`src/rtl/crack_pkg.sv`:
```
// Shared types and defaults for the ARC4 cracker plaintext streamer.
// Contents: state_t FSM encoding, default bus widths, length-byte address,
// and the number of key header bytes emitted when the header option is built.
package crack_pkg;

    localparam int DEF_ADDR_W = 8;
    localparam int DEF_DATA_W = 8;
    localparam int DEF_KEY_W  = 24;

    // The message length lives in the first word of pt memory.
    localparam logic [DEF_ADDR_W-1:0] LEN_ADDR = '0;

    // Key header is emitted MSB first, one byte per handshake.
    localparam int HDR_BYTES = 3;

    typedef enum logic [2:0] {
        S_IDLE     = 3'd0,
        S_RD_LEN   = 3'd1,
        S_LAT_LEN  = 3'd2,
        S_HDR      = 3'd3,
        S_RD_BYTE  = 3'd4,
        S_LAT_BYTE = 3'd5,
        S_SEND     = 3'd6,
        S_FIN      = 3'd7
    } state_t;

endpackage

```
`src/rtl/pt_streamer.sv`:
```
// Purpose: read the length-prefixed plaintext out of the cracker pt memory and stream it.
// Latency: 3 cycles from accepted en to first read result; one byte per 3 cycles at best.
// Backpressure: out_data/out_valid are held stable until out_ready; no prefetch.
//
// Ports:
//   clk, rst (async, active-high)       single clock domain
//   en / rdy                            start request, accepted only in idle
//   key, key_valid                      cracker result, sampled on en && rdy
//   stop                                synchronous abort, beats every other input
//   pt_addr / pt_rddata                 sync-RAM read port (data one cycle after address)
//   out_data / out_valid / out_ready    byte stream with valid/ready handshake
//   done                                one-cycle completion pulse
//   found                               latched key_valid of the last accepted request
//
// Build option: PT_STREAMER_KEY_HEADER_EN -- when defined and found=1, the three key
// bytes (key[23:16], key[15:8], key[7:0]) precede the plaintext, even for len==0.
module pt_streamer
    import crack_pkg::*;
#(
    parameter int ADDR_W = DEF_ADDR_W,
    parameter int DATA_W = DEF_DATA_W,
    parameter int KEY_W  = DEF_KEY_W
) (
    input  logic              clk,
    input  logic              rst,
    input  logic              en,
    output logic              rdy,
    input  logic [KEY_W-1:0]  key,
    input  logic              key_valid,
    input  logic              stop,
    output logic [ADDR_W-1:0] pt_addr,
    input  logic [DATA_W-1:0] pt_rddata,
    output logic [DATA_W-1:0] out_data,
    output logic              out_valid,
    input  logic              out_ready,
    output logic              done,
    output logic              found
);

    state_t            state;
    state_t            state_nxt;
    logic [ADDR_W-1:0] len;
    logic [ADDR_W-1:0] idx;
    logic [KEY_W-1:0]  key_q;

`ifdef PT_STREAMER_KEY_HEADER_EN
    logic [1:0] hdr_cnt;

    // Select header byte n (0 = most significant) of the latched key.
    function automatic logic [DATA_W-1:0] hdr_byte(input logic [KEY_W-1:0] k,
                                                   input logic [1:0]       n);
        logic [KEY_W-1:0] s;
        s = k >> (DATA_W * (HDR_BYTES - 1 - int'(n)));
        return s[DATA_W-1:0];
    endfunction
`else
    // Key is still latched so the register set is identical in both builds.
    logic key_unused;
    assign key_unused = ^key_q;
`endif

    // State register
    always_ff @(posedge clk or posedge rst) begin
        if (rst) begin
            state <= S_IDLE;
        end else begin
            state <= state_nxt;
        end
    end

    // Next-state logic
    always_comb begin
        state_nxt = state;
        if (stop) begin
            state_nxt = S_IDLE;
        end else begin
            case (state)
                S_IDLE:    if (en) state_nxt = S_RD_LEN;
                S_RD_LEN:  state_nxt = S_LAT_LEN;
                S_LAT_LEN: begin
`ifdef PT_STREAMER_KEY_HEADER_EN
                    // Header goes out whenever the key was found, even for len==0.
                    state_nxt = found ? S_HDR : S_FIN;
`else
                    state_nxt = (!found || pt_rddata == '0) ? S_FIN : S_RD_BYTE;
`endif
                end
                S_HDR: begin
`ifdef PT_STREAMER_KEY_HEADER_EN
                    if (out_ready && hdr_cnt == 2'(HDR_BYTES - 1)) begin
                        state_nxt = (len == '0) ? S_FIN : S_RD_BYTE;
                    end
`else
                    state_nxt = S_IDLE;
`endif
                end
                S_RD_BYTE:  state_nxt = S_LAT_BYTE;
                S_LAT_BYTE: state_nxt = S_SEND;
                S_SEND: begin
                    // Equality, not >=, so len=255 finishes without idx wrapping.
                    if (out_ready) state_nxt = (idx == len) ? S_FIN : S_RD_BYTE;
                end
                S_FIN:   state_nxt = S_IDLE;
                default: state_nxt = S_IDLE;
            endcase
        end
    end

    // Output logic (state-decoded)
    always_comb begin
        rdy     = (state == S_IDLE);
        done    = (state == S_FIN) && !stop;
        pt_addr = (state == S_RD_BYTE) ? idx : ADDR_W'(LEN_ADDR);
    end

    // Datapath and output holding register
    always_ff @(posedge clk or posedge rst) begin
        if (rst) begin
            len       <= '0;
            idx       <= '0;
            key_q     <= '0;
            found     <= 1'b0;
            out_data  <= '0;
            out_valid <= 1'b0;
`ifdef PT_STREAMER_KEY_HEADER_EN
            hdr_cnt   <= '0;
`endif
        end else if (stop) begin
            // Abort drops any pending byte but keeps the last found status.
            out_valid <= 1'b0;
        end else begin
            case (state)
                S_IDLE: begin
                    if (en) begin
                        found <= key_valid;
                        key_q <= key;
                        idx   <= ADDR_W'(1);
                    end
                end
                S_LAT_LEN: begin
                    len <= ADDR_W'(pt_rddata);
`ifdef PT_STREAMER_KEY_HEADER_EN
                    if (found) begin
                        hdr_cnt   <= '0;
                        out_data  <= hdr_byte(key_q, 2'd0);
                        out_valid <= 1'b1;
                    end
`endif
                end
`ifdef PT_STREAMER_KEY_HEADER_EN
                S_HDR: begin
                    if (out_ready) begin
                        if (hdr_cnt == 2'(HDR_BYTES - 1)) begin
                            out_valid <= 1'b0;
                        end else begin
                            hdr_cnt  <= hdr_cnt + 2'd1;
                            out_data <= hdr_byte(key_q, hdr_cnt + 2'd1);
                        end
                    end
                end
`endif
                S_LAT_BYTE: begin
                    out_data  <= pt_rddata;
                    out_valid <= 1'b1;
                end
                S_SEND: begin
                    if (out_ready) begin
                        out_valid <= 1'b0;
                        if (idx != len) idx <= idx + ADDR_W'(1);
                    end
                end
                S_FIN: out_valid <= 1'b0;
                default: ;
            endcase
        end
    end

endmodule

```
`config.mk`:
```
export PLATFORM = sky130hd
export DESIGN_NAME = pt_streamer
export DESIGN_NICKNAME = d
export VERILOG_FILES = /design/src/rtl/crack_pkg.sv /design/src/rtl/pt_streamer.sv
export SDC_FILE = /design/constraint.sdc
export NUM_CORES = 1
export LEC_CHECK = 0
export CAP_MARGIN = 20
export CORE_MARGIN = 2
export CORE_UTILIZATION = 44
export DETAILED_ROUTE_END_ITERATION = 8
export PLACE_DENSITY = 0.79
export SYNTH_ARGS = -nofsm -noshare
export SYNTH_HDL_FRONTEND = slang
export SYNTH_SLANG_ARGS = --single-unit
```
`constraint.sdc`:
```
create_clock -name clk -period 2.33 [get_ports clk]
set_clock_uncertainty 0.1 [all_clocks]
set_input_delay 0.466 -clock clk [delete_from_list [all_inputs] [get_ports clk]]
set_output_delay 0.466 -clock clk [all_outputs]
set_load 0.005 [all_outputs]
```
# [Word-level counts from Yosys, hierarchy flattened]
# Index checks and enable logic that the tools add are counted.
[word_totals] ff_bits=29 inputBits=38 output_inout_bits=20 elab_cells=51
[op_classes] add_sub_neg=1 n_eq_ne=14 n_mux=14 bitwise_logic=1 reduce_logical=15
[op_table] operator="$mux W8" n=4
[op_table] operator="$pmux W3 S7" n=1
[op_table] operator="$pmux W8 S2" n=1
[op_table] operator="$eq A3 B3 Y1 const B" n=4
[op_table] operator="$mux W3" n=3
[op_table] operator="$add A8 B1 Y8 const B" n=1
[op_table] operator="$eq A8 B8 Y1" n=1
[op_table] operator="$logic_not A8 Y1" n=1
[op_table] operator="$ne A8 B8 Y1" n=1
[op_table] operator="$reduce_and A2 Y1" n=4
[op_table] operator="$eq A3 B2 Y1 const B" n=2
[op_table] operator="$ne A2 B2 Y1 const B" n=3
[op_table] operator="$reduce_and A5 Y1" n=1
[op_table] operator="$mux W2" n=2
[op_table] operator="$reduce_bool A4 Y1" n=1
[op_table] operator="$eq A3 B1 Y1 const B" n=1
[op_table] operator="$logic_not A3 Y1" n=1
[op_table] operator="$ne A3 B2 Y1 const B" n=1
[op_table] operator="$ne A3 B3 Y1 const B" n=1
[op_table] operator="$pmux W1 S3" n=1
[op_table] operator="$reduce_and A3 Y1" n=1
[op_table] operator="$logic_not A1 Y1" n=2
[op_table] operator="$mux W1" n=2
[op_table] operator="$reduce_bool A2 Y1" n=1
[op_table] operator="4 further kinds" n=4

# [Logic depth before layout (Yosys ltp)]
# Gate-level depths: netlist of the first run.
[logic_depth] word_depth=5 depth_mapped=7 ltp_nobuf=5

# [Worst setup path after synthesis of the first run]
# OpenSTA, ideal clock, no wires.
[synth_path] kind="reg-to-reg" startpoint="register idx[4]" endpoint="register idx[0]" arrival_ns=1.559 required_ns=2.105 setup_slack_ns=0.545 path_stages_with_launch=8 n_path_buf=2 synth_period_minus_slack_ns=1.785 cell_sequence="dfrtp_1 buf_6 xnor2_2 nand4_2 nor3_4 nand2b_1 buf_6 mux2_4"
[synth_between] elab_chain_cells=3
[synth_lines] item="start, declared" line="pt_streamer.sv:43" rtl="logic [ADDR_W-1:0] idx;"
[synth_lines] item="start signal, assigned" line="pt_streamer.sv:169" rtl="if (idx != len) idx <= idx + ADDR_W'(1);"
[synth_lines] item="$ne A8 B8 Y1" line="pt_streamer.sv:169"
[synth_lines] item="$ne A2 B2 Y1 (no source line)"
[synth_lines] item="$reduce_and A5 Y1 (no source line)"
# No other way between the ends.
# A chain may end at the register's enable or synchronous reset.

# [Final worst setup path of the first run]
[layout_path] startpoint="register state[0]" endpoint="output port pt_addr[4]"
[layout_between] elab_chain_cells=2
[layout_lines] item="start, declared" line="pt_streamer.sv:40" rtl="state_t state;"
[layout_lines] item="start signal, assigned" line="pt_streamer.sv:67" rtl="state <= state_nxt;"
[layout_lines] item="$eq A3 B3 Y1" line="pt_streamer.sv:113" rtl="pt_addr = (state == S_RD_BYTE) ? idx : ADDR_W'(LEN_ADDR);"
[layout_lines] item="$mux W8" line="pt_streamer.sv:113"
[layout_lines] item="end, declared" line="pt_streamer.sv:31" rtl="output logic [ADDR_W-1:0] pt_addr,"
# No other way between the ends.

==> out/qor.yml, run 1 <==
status:
  status: "finished clean"
logic_synthesis:
  ys_seq_area_share_pct: 45.0
  avgSynthCellArea_um2: 11.0
  synth_flop_cell: "dfrtp_1"
  synthesis.area_mm2: 0.00161
  yosys_warnings: 0
  synth_top_area_share_pct: 45.0
  yosys.area_share.adder_pct: 0.776
  synth_compound_area_share_pct: 9.62
  synth_common_cells: "dfrtp_1, mux2_2, nand2_1"
  synth-simple-area-share_pct: 21.7
  syn_inst: 146
  yosysMostFrequentCell: "dfrtp_1"
  yosysUniqueCellTypes: 46
  syn_nets: 185
  synth_xor_area_share_pct: 5.28
  synth_top_family_by_area: "simple AND/OR/NAND/NOR gates"
  synth-edff-count: 0
  synth.area.top_cells: "dfrtp_1, mux2_2, xnor2_1, and3_1, nand2_1"
  synthMuxAreaShare_pct: 13.4
  yosys_register_bits: 29
  yosysTopAreaCell: "dfrtp_1"
  async_flop_share_pct: 100
setup_path:
  start_kind: "flip-flop"
  path_max_fanout: 9
  cp-end-kind: "output pin"
  arrival_ps: 1680
  required_ps: 1760
  setup.worst_path.class: "reg2out"
clock_network:
  h-tree-depth: 2
  cts_sinks: 29
  numCtsBuffers: 5
  clk_pin_slew_worst_paths_ps: 100
  ctsHoldBuffers: 0
  cts_tree: "yes"
  clk_path_buf_depth: 2
  cts_root_buf: "clkbuf_4"
  clk_latency_ps: 330
pwr:
  finalPower_uw: 1570
  leakage_uw: 0.000883
  ir_drop_mv: 0.515
  powerDensity_mw_per_mm2: 735
finish:
  diodes: 0
  multi_input_area_um2: 833
  fin_nets: 225
  final_layout_size_suffix_gt1_share_pct: 26.7
  final_util_pct: 62.3
  syn_to_final_growth_pct: 32.0
  seq_area_um2: 727
  fillers: 264
global_route:
  grt_max_degree: 18
  grt_pass1_vias: 1303
  gr-total-overflow: 0
  global_route.usage.total_pct: 19.0
  antenna_found_initial: 0
  grt_pass1_wl_um: 5970
floorplanning:
  io_pins: 58
  initial_core_util_pct: 47.2
  die_y_um: 64.5
  rows: 21
  die_width_um: 64.5
  core_area_mm2: 0.00342
  dieArea_mm2: 0.00417
drt:
  drt_first_pass_iters: 4
  wirelength_um: 3560
  detail-route-antenna-nets: 0
  drcViolationCount: 0
  dr.first_iter.drc_count: 35
  via_per_inst: 5.42
  num_vias: 1262
  drt-wirelength-per-cell_um: 15.3
timing:
  grt_setup_unrepaired: "no"
  hold_violations: 0
  max_slew_margin_pct: 61.7
  slew_viol_final: 0
  post-route-min-period_ps: 2250
  setup_tns_ps: 0
  setup_violations: 0
  worst_pin_slew_ps: 574
  fmax_mhz: 445
  finalCritPeriodShare_pct: 96.4
flow_run:
  drv_cap: 0
place:
  dp_hpwl_um: 2700
  port_buffers: 33
  gp_congestion: 0.832
hold_path:
  hp-class: "in2async"
==> state kept, by name (all words and copies together) (netlist names) <==
name,count
found,1
idx,8
len,8
out_data,8
out_valid,1
state,3
==> power breakdown <==
part / switching, µW / internal, µW
sequential: 78.7 / 612
clock: 185 / 255
combinational: 172 / 263
total: 436 / 1130
==> kinds of logic (layout without fill, tap and decap cells) <==
kind of cell | Yosys count | in the layout
adder cells (fa/ha/maj) | 1 | 1
XOR/XNOR | 8 | 8
buffers and inverters | 12 | 53
AO/OA/AOI/OAI | 23 | 23
AND/OR/NAND/NOR | 54 | 54
multiplexers | 19 | 19
flip-flops | 29 | 29
==> what timing repair did <==
item / 4_1_cts / 5_1_grt
buffers inserted: 0 / 1
pin swaps: 0 / 0
cloned: 0 / 0
setup endpoints to repair: 10 / 9
gates resized for setup: 2 / 2
endpoints found under the hold margin: 0 / 0
==> routing by layer <==
metal | GRT usage, % | vias to the layer above | share of wire (%)
met5 | 0 | - | 0
met4 | 6.38 | 0 | 1.1
met3 | 5.73 | 6 | 4.7
met2 | 35.0 | 32 | 53
met1 | 20.6 | 610 | 41
li1 | - | 614 | -
==> stage by stage <==
step | hold slack (ps) | worst slack [ps] | instances | instance area [µm²]
3_5_place_dp | 399 | 80.6 | 224 | 2020
5_1_grt | 406 | 13.3 | 233 | 2130
6_report | 390 | 84.0 | 233 | 2130
3_3_place_gp | 393 | 110 | 224 | 2020
4_1_cts | 404 | 13.2 | 232 | 2110
2_1_floorplan | 402 | 545 | 146 | 1610
==> critical path: stages, from the launching register on <==
cell and delay, ps:
dfrtp_1 420, nor2_4 210, and3_2 210, clkdlybuf4s50_1 510
==> cell type report <==
class / instances / share of cell area, %
tap: 46 / 2.70
clock buffer: 6 / 2.41
clock inverter: 2 / 1.76
timing repair buffer: 42 / 19.3
multi-input combinational: 105 / 39.2
sequential: 29 / 34.2
inverter: 3 / 0.529
==> cell usage in the layout (no fill, tap or decap), types with 2 or more instances in the layout <==
cell,instances
inv_1,3
dfrtp_1,28
nand2b_1,3
xnor2_1,6
nand2_1,11
nand4_1,3
a21oi_1,5
nand3_1,2
clkbuf_4,5
xnor2_2,2
buf_4,8
nor2_1,5
a211oi_1,2
nor3_4,3
nor3_2,2
clkdlybuf4s50_1,33
o21ai_0,5
mux2_2,16
nor2b_1,2
nor4_1,3
and3_1,7
o31ai_1,3
==> path summary, 6_finish.rpt <==
| check | cells after the start | to | slack [ps] | from |
|---|---|---|---|---|
| max | 3 | pt_addr[4] | 80 | state[0] |
| min | 2 | found | 390 | rst |
| max reg2reg | 6 | idx[0] | 240 | state[0] |
| min reg2reg | 1 | out_data[6] | 420 | out_data[6] |
| max in group asynchronous | 3 | len[2] | 1250 | rst |
| min in group clk | 1 | out_data[6] | 420 | out_data[6] |
(Power assumes the default switching activity.)
==> run 2: changes to the inputs <==
- CORE_MARGIN: 2 -> 3
==> run 2 against run 1 <==
Compared with the run above:
- register-to-register slack about the same
- highest routed layer unchanged
- largest cell class unchanged
- critical path type is now in2out
- final area decreased by 0.29%
- via count decreased by 0.16%
- sequential cell count unchanged
- global-route usage decreased by 1.1 points
- cell count unchanged
==> out/qor.yml, run 2 (synthesized netlist as in run 1, its figures left out) <==
drt:
  wirelength_um: 3480  # -2.4%
  num_vias: 1260  # -0.16%
  drt_first_pass_iters: 4  # unchanged
  drcViolationCount: 0  # unchanged
  dr.first_iter.drc_count: 33  # -5.7%
  drt-wirelength-per-cell_um: 14.9  # -2.4%
  via_per_inst: 5.41  # -0.16%
  detail-route-antenna-nets: 0  # unchanged
setup_path:
  cp-end-kind: "output pin"
  setup.worst_path.class: "in2out"
  path_max_fanout: 2  # -7
  required_ps: 1760  # about the same
  reg2regPathDepth: 6  # unchanged
  start_kind: "input port"
  arrival_ps: 1690  # about the same
finish:
  final_layout_size_suffix_gt1_share_pct: 26.7  # unchanged
  multi_input_area_um2: 827  # -0.75%
  syn_to_final_growth_pct: 31.6
  reg_top3: "idx (8), len (8), out_data (8)"
  seq_area_um2: 727  # unchanged
  fin_nets: 225  # unchanged
  layout_commonest_cell: "clkdlybuf4s50_1"
  final_cell_mix: "clkdlybuf4s50_1, dfrtp_1, mux2_2, nand2_1, buf_4"
  diodes: 0  # unchanged
  fin_area_mm2: 0.00212  # -0.29%
  fillers: 267  # +1.1%
clock_network:
  cts_sinks: 29  # unchanged
  numCtsBuffers: 5  # unchanged
  clk_latency_ps: 280  # -50 ps
  cts_root_buf: "clkbuf_8"
  h-tree-depth: 2  # unchanged
  ctsHoldBuffers: 0  # unchanged
  cts_tree: "yes"
  clk_path_buf_depth: 2  # unchanged
  clk_pin_slew_worst_paths_ps: 60  # -40 ps
global_route:
  grt_pass1_vias: 1300  # -0.23%
  global_route.usage.total_pct: 17.9  # -1.1 points
  grt_max_degree: 30  # +12
  antenna_found_initial: 0  # unchanged
  grt_pass1_wl_um: 5920  # -0.80%
  gr-total-overflow: 0  # unchanged
flow_run:
  drv_cap: 0  # unchanged
timing:
  max_slew_margin_pct: 73.2  # +11 points
  post-route-min-period_ps: 2250  # +7.87 ps
  fmax_mhz: 444  # -0.35%
  worst_pin_slew_ps: 402  # -172 ps
  slew_viol_final: 0  # unchanged
  finalCritPeriodShare_pct: 96.7  # +0.34 points
  setup_tns_ps: 0  # unchanged
  hold_violations: 0  # unchanged
  grt_setup_unrepaired: "no"
  setup_violations: 0  # unchanged
place:
  place_area_mm2: 0.00200  # -0.62%
  dp_hpwl_um: 2640  # -2.5%
  gp_congestion: 0.800  # -3.9%
  port_buffers: 33  # unchanged
pwr:
  ir_drop_mv: 0.516  # +0.25%
  leakage_uw: 0.000885  # +0.23%
  powerDensity_mw_per_mm2: 738  # +0.30%
  finalPower_uw: 1570  # about the same
floorplanning:
  core_area_mm2: 0.00344  # +0.77%
  io_pins: 58  # unchanged
  rows: 21  # unchanged
  die_width_um: 66.5  # +3.1%
  initial_core_util_pct: 46.9  # -0.36 points
  die_y_um: 66.5  # +3.1%
  dieArea_mm2: 0.00443  # +6.3%
status:
  status: "finished clean"
hold_path:
  hp-class: "reg2reg"
  holdPathStages: 1
==> run 2: cell count changes in the layout (fill, tap and decap cells not counted), sizes merged <==
cell,previous run,this run
bufinv,1,0
clkbuf,6,7
clkinvlp,1,0
clkinv,0,1
==> run 2: per-layer routing <==
| layer | vias to the layer above | wire [µm] | GRT usage, % |
|---|---|---|---|
| li1 | 610 | - | - |
| met1 | 621 | 1470 | 20.9 |
| met2 | 25 | 1820 | 30.0 |
| met3 | 4 | 152 | 6.41 |
| met4 | 0 | 31 | 6.60 |
| met5 | - | 0 | 0 |
==> run 2: timing repair <==
action	in CTS	in global routing
gates resized for setup	2	1
endpoints found under the setup margin	9	2
setup buffers	0	1
hold endpoints to repair	0	0
pin swaps	0	1
==> run 2: power breakdown <==
part	internal, µW	total (µW)	leakage [µW]	switching, µW
registers	614	692	0.000377	77.9
clock network	266	447	0.0000542	181
logic	259	426	0.000454	168
==> run 2: path summary, 6_finish.rpt <==
| check | slack (ps) | start | end |
|---|---|---|---|
| min | 410 | out_data[5] | out_data[5] |
| max in group asynchronous | 1390 | rst | state[2] |
| min reg2reg | 410 | out_data[5] | out_data[5] |
| max reg2reg | 240 | state[0] | idx[0] |
| max | 80 | stop | done |
| min in group asynchronous | 450 | rst | len[4] |
==> run 2: final cells by class <==
class,count,share of cell area [%]
repair buffers,42,18.7
well taps,46,2.71
flip-flops and latches,29,34.3
multi-input cells,105,39.0
clock buffers,7,4.54
inverters,3,0.531
clock inverters,1,0.236
==> run 2: metrics by stage <==
stage                     instances  hold WS [ps]  worst slack [ps]  utilization, %
after floorplan                 146           402               545               -
after detailed placement        224           397             -8.01            58.2
after CTS                       232           409              49.4            61.3
final                           233           406              76.1            61.7
after global placement          224           392               104            58.2
after global routing            233           431              6.82            61.7
==> run 2: critical path, stage by stage <==
cell,delay (ps)
clkdlybuf4s50_1,410
nand2b_1,180
nor2_1,120
clkdlybuf4s50_1,510
==> run 3: changes to the inputs <==
- CTS_CLUSTER_SIZE: default -> 12
==> results of run 3 <==
Final layout, timing and power as in run 2 (identical DEF).
